$ cat config.mk
export PLATFORM = sky130hd
export DESIGN_NAME = and_unit_arbiter
export DESIGN_NICKNAME = d
export VERILOG_FILES = /design/src/rtl/and_arb_pkg.sv /design/src/rtl/and_unit_arbiter_and_unit.sv /design/src/rtl/and_unit_arbiter.sv
export SDC_FILE = /design/constraint.sdc
export NUM_CORES = 1
export LEC_CHECK = 0
export CAP_MARGIN = 40
export CORE_ASPECT_RATIO = 0.6
export CORE_MARGIN = 2
export CORE_UTILIZATION = 45
export DETAILED_ROUTE_END_ITERATION = 8
export PLACE_DENSITY = 0.84
export SYNTH_ARGS = -nofsm -noshare
export SYNTH_HDL_FRONTEND = slang
export SYNTH_SLANG_ARGS = --single-unit
$ cat constraint.sdc
create_clock -name clk -period 2.7 [get_ports clk]
set_input_delay 0.54 -clock clk [delete_from_list [all_inputs] [get_ports clk]]
set_output_delay 0.54 -clock clk [all_outputs]
set_load 0.02 [all_outputs]
$ cat src/rtl/and_arb_pkg.sv
// Shared types and helpers for the AND-unit arbiter.
//   state_t  : arbiter FSM state (IDLE / EXEC / ACK)
//   NREQ_DEF : default requester count
//   WIDTH_DEF: default operand width
//   next_rr  : round-robin winner search starting at ptr, wrapping at nreq
`timescale 1ns/1ps
package and_arb_pkg;

    typedef enum logic [1:0] {
        IDLE = 2'd0,
        EXEC = 2'd1,
        ACK  = 2'd2
    } state_t;

    localparam int NREQ_DEF  = 4;
    localparam int WIDTH_DEF = 8;
    localparam int NREQ_MAX  = 16;

    // Scans ptr, ptr+1, ..., nreq-1, 0, ... and returns the first set bit.
    // Only meaningful when req has at least one bit set below nreq.
    function automatic int next_rr(input logic [NREQ_MAX-1:0] req,
                                   input int ptr, input int nreq);
        int   win;
        int   idx;
        logic found;
        win   = ptr;
        found = 1'b0;
        for (int k = 0; k < NREQ_MAX; k++) begin
            if (k < nreq) begin
                idx = ptr + k;
                if (idx >= nreq) idx = idx - nreq;
                if (!found && req[idx[3:0]]) begin
                    win   = idx;
                    found = 1'b1;
                end
            end
        end
        return win;
    endfunction

endpackage

$ cat src/rtl/and_unit_arbiter_and_unit.sv
// Shared bitwise AND resource.
//   a, b : operands (WIDTH bits)
//   out  : a & b, purely combinational
`timescale 1ns/1ps
module and_unit #(
    parameter int WIDTH = 8
) (
    input  logic [WIDTH-1:0] a,
    input  logic [WIDTH-1:0] b,
    output logic [WIDTH-1:0] out
);

    assign out = a & b;

endmodule

$ cat src/rtl/and_unit_arbiter.sv
// Round-robin arbiter sequencing NREQ requesters onto one shared AND unit.
//   clk, rst_n : clock, async active-low reset
//   req        : per-requester request (4-phase with ack)
//   a_in, b_in : packed operands, requester i at [i*WIDTH +: WIDTH]
//   ack        : per-requester acknowledge, one-hot or zero
//   out        : registered result of the last completed transaction
//   out_valid  : one-cycle pulse when out/out_id update
//   out_id     : requester that owns out
//   busy       : FSM not in IDLE
`timescale 1ns/1ps
module and_unit_arbiter
    import and_arb_pkg::*;
#(
    parameter  int NREQ  = NREQ_DEF,
    parameter  int WIDTH = WIDTH_DEF,
    localparam int IDW   = $clog2(NREQ)
) (
    input  logic                  clk,
    input  logic                  rst_n,
    input  logic [NREQ-1:0]       req,
    input  logic [NREQ*WIDTH-1:0] a_in,
    input  logic [NREQ*WIDTH-1:0] b_in,
    output logic [NREQ-1:0]       ack,
    output logic [WIDTH-1:0]      out,
    output logic                  out_valid,
    output logic [IDW-1:0]        out_id,
    output logic                  busy
);

    state_t              state, state_nxt;
    logic [IDW-1:0]      ptr, id_r, winner;
    logic [WIDTH-1:0]    a_r, b_r, and_out;
    logic [NREQ_MAX-1:0] req_ext;
    logic [NREQ-1:0]     onehot;

    always_comb begin
        req_ext           = '0;
        req_ext[NREQ-1:0] = req;
    end

    assign winner = IDW'(next_rr(req_ext, int'(ptr), NREQ));

    always_comb begin
        onehot = '0;
        for (int i = 0; i < NREQ; i++) onehot[i] = (id_r == IDW'(i));
    end

    // Operands come from a_r/b_r, so the requester may change its inputs
    // once it has been sampled without affecting the result.
    and_unit #(.WIDTH(WIDTH)) u_and (
        .a   (a_r),
        .b   (b_r),
        .out (and_out)
    );

    always_ff @(posedge clk or negedge rst_n) begin
        if (!rst_n) state <= IDLE;
        else        state <= state_nxt;
    end

    always_comb begin
        state_nxt = state;
        case (state)
            IDLE:    if (|req) state_nxt = EXEC;
            EXEC:    state_nxt = ACK;
            ACK:     if (!req[id_r]) state_nxt = IDLE;
            default: state_nxt = IDLE;
        endcase
    end

    always_ff @(posedge clk or negedge rst_n) begin
        if (!rst_n) begin
            ptr       <= '0;
            id_r      <= '0;
            a_r       <= '0;
            b_r       <= '0;
            ack       <= '0;
            out       <= '0;
            out_valid <= 1'b0;
            out_id    <= '0;
        end else begin
            case (state)
                IDLE: begin
                    if (|req) begin
                        a_r  <= a_in[int'(winner)*WIDTH +: WIDTH];
                        b_r  <= b_in[int'(winner)*WIDTH +: WIDTH];
                        id_r <= winner;
                        ptr  <= (winner == IDW'(NREQ-1)) ? '0 : winner + 1'b1;
                    end
                end
                EXEC: begin
                    out       <= and_out;
                    out_id    <= id_r;
                    out_valid <= 1'b1;
                    ack       <= onehot;
                end
                ACK: begin
                    out_valid <= 1'b0;
                    // An early-dropped req lands here already low, so ack
                    // is held for just this one cycle.
                    if (!req[id_r]) ack <= '0;
                end
                default: ;
            endcase
        end
    end

    assign busy = (state != IDLE);

endmodule

==> results.cfg <==
[run_status]
run_status = completed

[clock_network]
cts_buffers = 5
clk_pin_slew_ps = 80
clk_path_buf_depth = 2
cts.hold.buffers_added = 0
insertion_delay_ps = 290
clock_sinks = 37
cts_tree = yes
clk_root_buffer_cell = clkbuf_8
cts_max_level = 2

[synth]
synth_fp_nets = 309
ys.warnings.count = 0
syn_area_um2 = 2370
netlist_top_cells_area = dfrtp_1, mux2i_1, o221ai_1
yosysSeqAreaShare = 0.3907
synth_top_area_share = 0.3907
ys_async_sr_fraction = 1.000
synth-main-ff-cell = dfrtp_1
synth.largest_area_cell = dfrtp_1
ys_seq_elements = 37
synth_cell_type_count = 44
synth_area_per_cell_um2 = 10.26
synth_edf_count = 0
postSynthCellCount = 231

[global_routing]
vias_in_the_first_global_route = 2138
pin_count_of_the_biggest_net_entering_global_routing = 38
globalRouteMet1Util = 0.3104
grt_use_met2 = 0.3537
grt_usage = 0.2256
grt_overflow = 0
grt_first_pass_wirelength_um = 10250
number_of_antenna_violations_at_the_first_check_in_global_routing = 0
met3_usage = 0.06082
grt_most_used_layer = met2

[detailed_routing]
drt-wirelength-per-cell_um = 16.29
route.final.wire_length_um = 6532
drc = 0
antenna_violating_nets_post_route = 0
vias_per_cell = 5.526
vias = 2216
drt_first_pass_iters = 4
first_iter_violations = 80

[timing]
holdWs_ps = 330.3
timing_hold_violations_final = 0
finalMaxSlewViolations = 0
fin_crit_sh = 0.9420
grt_setup_unrepaired = no
setup-tns-final_ps = 0
finalWorstPathRequiredPeriod_ps = 2543
clock-skew-final_ps = 9.040
slew_headroom = 0.4608
setup_violations = 0
maxClockFrequency_ghz = 0.3932
max_slew.worst_pin.slew_ps = 808.8
timing.final.ws_setup_ps = 156.6

[critical_path]
reg2reg_slack_ps = 160
worst_setup_path_startpoint = ptr[0]
worstSetupPathType = reg -> reg
critPathSlowestCell = mux4_2
ff2ff_path_depth = 9
worst_ep_required_ps = 2850
path_cells = buf_4 > mux4_2 > clkinv_1 > o21ai_1 > o22ai_1 > o22a_2 > buf_12 > mux2i_1 > o221ai_1
timing.critical_path.max_delay_family = multiplexers
r2r_start = ptr[0]
timing.critical_path.slowest_cell_delay_ps = 560
reg2reg_to = b_r[4]
cp_data_arrival_time_ps = 2690
timing.critical_path.from_type = register
worst-path-buf-inv = 3
critPathMaxFanout = 19
critical_path.endpoint_type = register

[floorplan]
die_w_um = 97.69
die-area_um2 = 5882
core.rowCount = 20
start_util = 0.4665
die_height_um = 60.21
num_io_pins = 86
core_area_um2 = 5080

[cells_and_area]
layout-drive-gt1-share = 0.1582
area_delta_synth_final_pct = 47.89
finish.net_count = 413
instances_no_fill = 401
diodes = 0
fillCellCount = 399
final_util = 0.6899

[power]
total_leakage_power_nw = 1.547
vdd.ir_drop.worst_uv = 548.1
power.density_cell_area_nw_per_um2 = 1219

[job]
maxCapViolations = 0

[placement]
pre_cts_setup_slack_ps = -258.7
place.detailed.hpwl_um = 5180
buffer_ports.inserted = 85
placed_cells_incl_taps = 393
routabilityCongestion = 0.8459

[hold_path]
worst_hold_path_type = in -> async
[cell families (layout without fill, tap and decap cells)]
logic type	after synthesis	count (layout)	synth area share
simple gates	54	54	0.1125
compound gates	53	53	0.1653
mux	45	45	0.2033
flops	37	37	0.3907
buf+inv	32	136	0.07866
fa+ha+maj	8	8	0.04224
xor+xnor	2	2	0.007393
[state kept, by name (all words and copies together) (netlist names)]
signal and cells:
a_r 8, ack 4, b_r 8, id_r 2, out 8, out_id 2
out_valid 1, ptr 2, state 2
[worst max-delay path by stage]
stage                        end  slack, ps  cells after the start
final                     b_r[4]        160                      9
after CTS                 b_r[0]         40                      9
after detailed placement  b_r[0]       -260                      9
after global routing      a_r[1]          6                     10
after global placement    b_r[0]       -260                      9
after floorplan           a_r[0]        280                     12
[area by class of cell]
| type | instances | area, µm² | area share |
|---|---|---|---|
| clock buffer | 6 | 82.58 | 0.02356 |
| clock inverter | 1 | 7.507 | 0.002142 |
| inverter | 16 | 60.06 | 0.01714 |
| multi-input combinational | 162 | 1266 | 0.3613 |
| sequential | 37 | 927.1 | 0.2645 |
| tap | 66 | 82.58 | 0.02356 |
| timing repair buffer | 113 | 1079 | 0.3077 |
[layer usage]
layer / vias up / share of wire
met5: - / 0
met4: 0 / 0.018
met3: 13 / 0.089
met2: 116 / 0.44
met1: 1040 / 0.45
li1: 1047 / -
[repair_timing]
item,in CTS,in global routing
setup endpoints to repair,0,16
buffers inserted,0,1
resized for setup,0,7
[cell usage after synthesis, types with 3 or more instances]
master / number
mux2i_1: 38
dfrtp_1: 37
nand2_1: 26
o21ai_0: 17
o221ai_1: 16
inv_1: 14
ha_1: 8
nand3_1: 8
nand2b_1: 6
buf_2: 5
clkbuf_1: 5
mux2_2: 5
nor2b_1: 3
[per-stage QoR]
step	area (µm²)	total power [mW]
2_1_floorplan	2370	3.078
3_3_place_gp	3388	3.746
3_5_place_dp	3388	3.837
4_1_cts	3478	4.241
5_1_grt	3505	4.593
6_report	3505	4.272
[where the power goes]
part	internal, mW	switching [mW]
Combinational	1.43	1.45
Clock	0.202	0.197
Sequential	0.812	0.181
[layout by cell type, fill, tap and decap left out, types with 2 or more instances in the layout]
cell type	count
a21oi_1	2
dlymetal6s2s_1	4
o221ai_1	16
nand2_1	26
o31ai_1	2
o21ai_0	17
clkbuf_8	6
mux2i_1	36
and3_1	2
nand3_1	8
mux2_2	5
nor2b_1	3
nand2b_1	6
o21a_1	2
nand4_1	2
dfrtp_1	36
mux4_2	2
nand3b_1	2
inv_1	14
ha_1	8
a221oi_1	2
mux2i_2	2
o21ai_1	2
clkdlybuf4s50_1	80
buf_4	27
xnor2_1	2
Power figures use the tool's default switching activity.
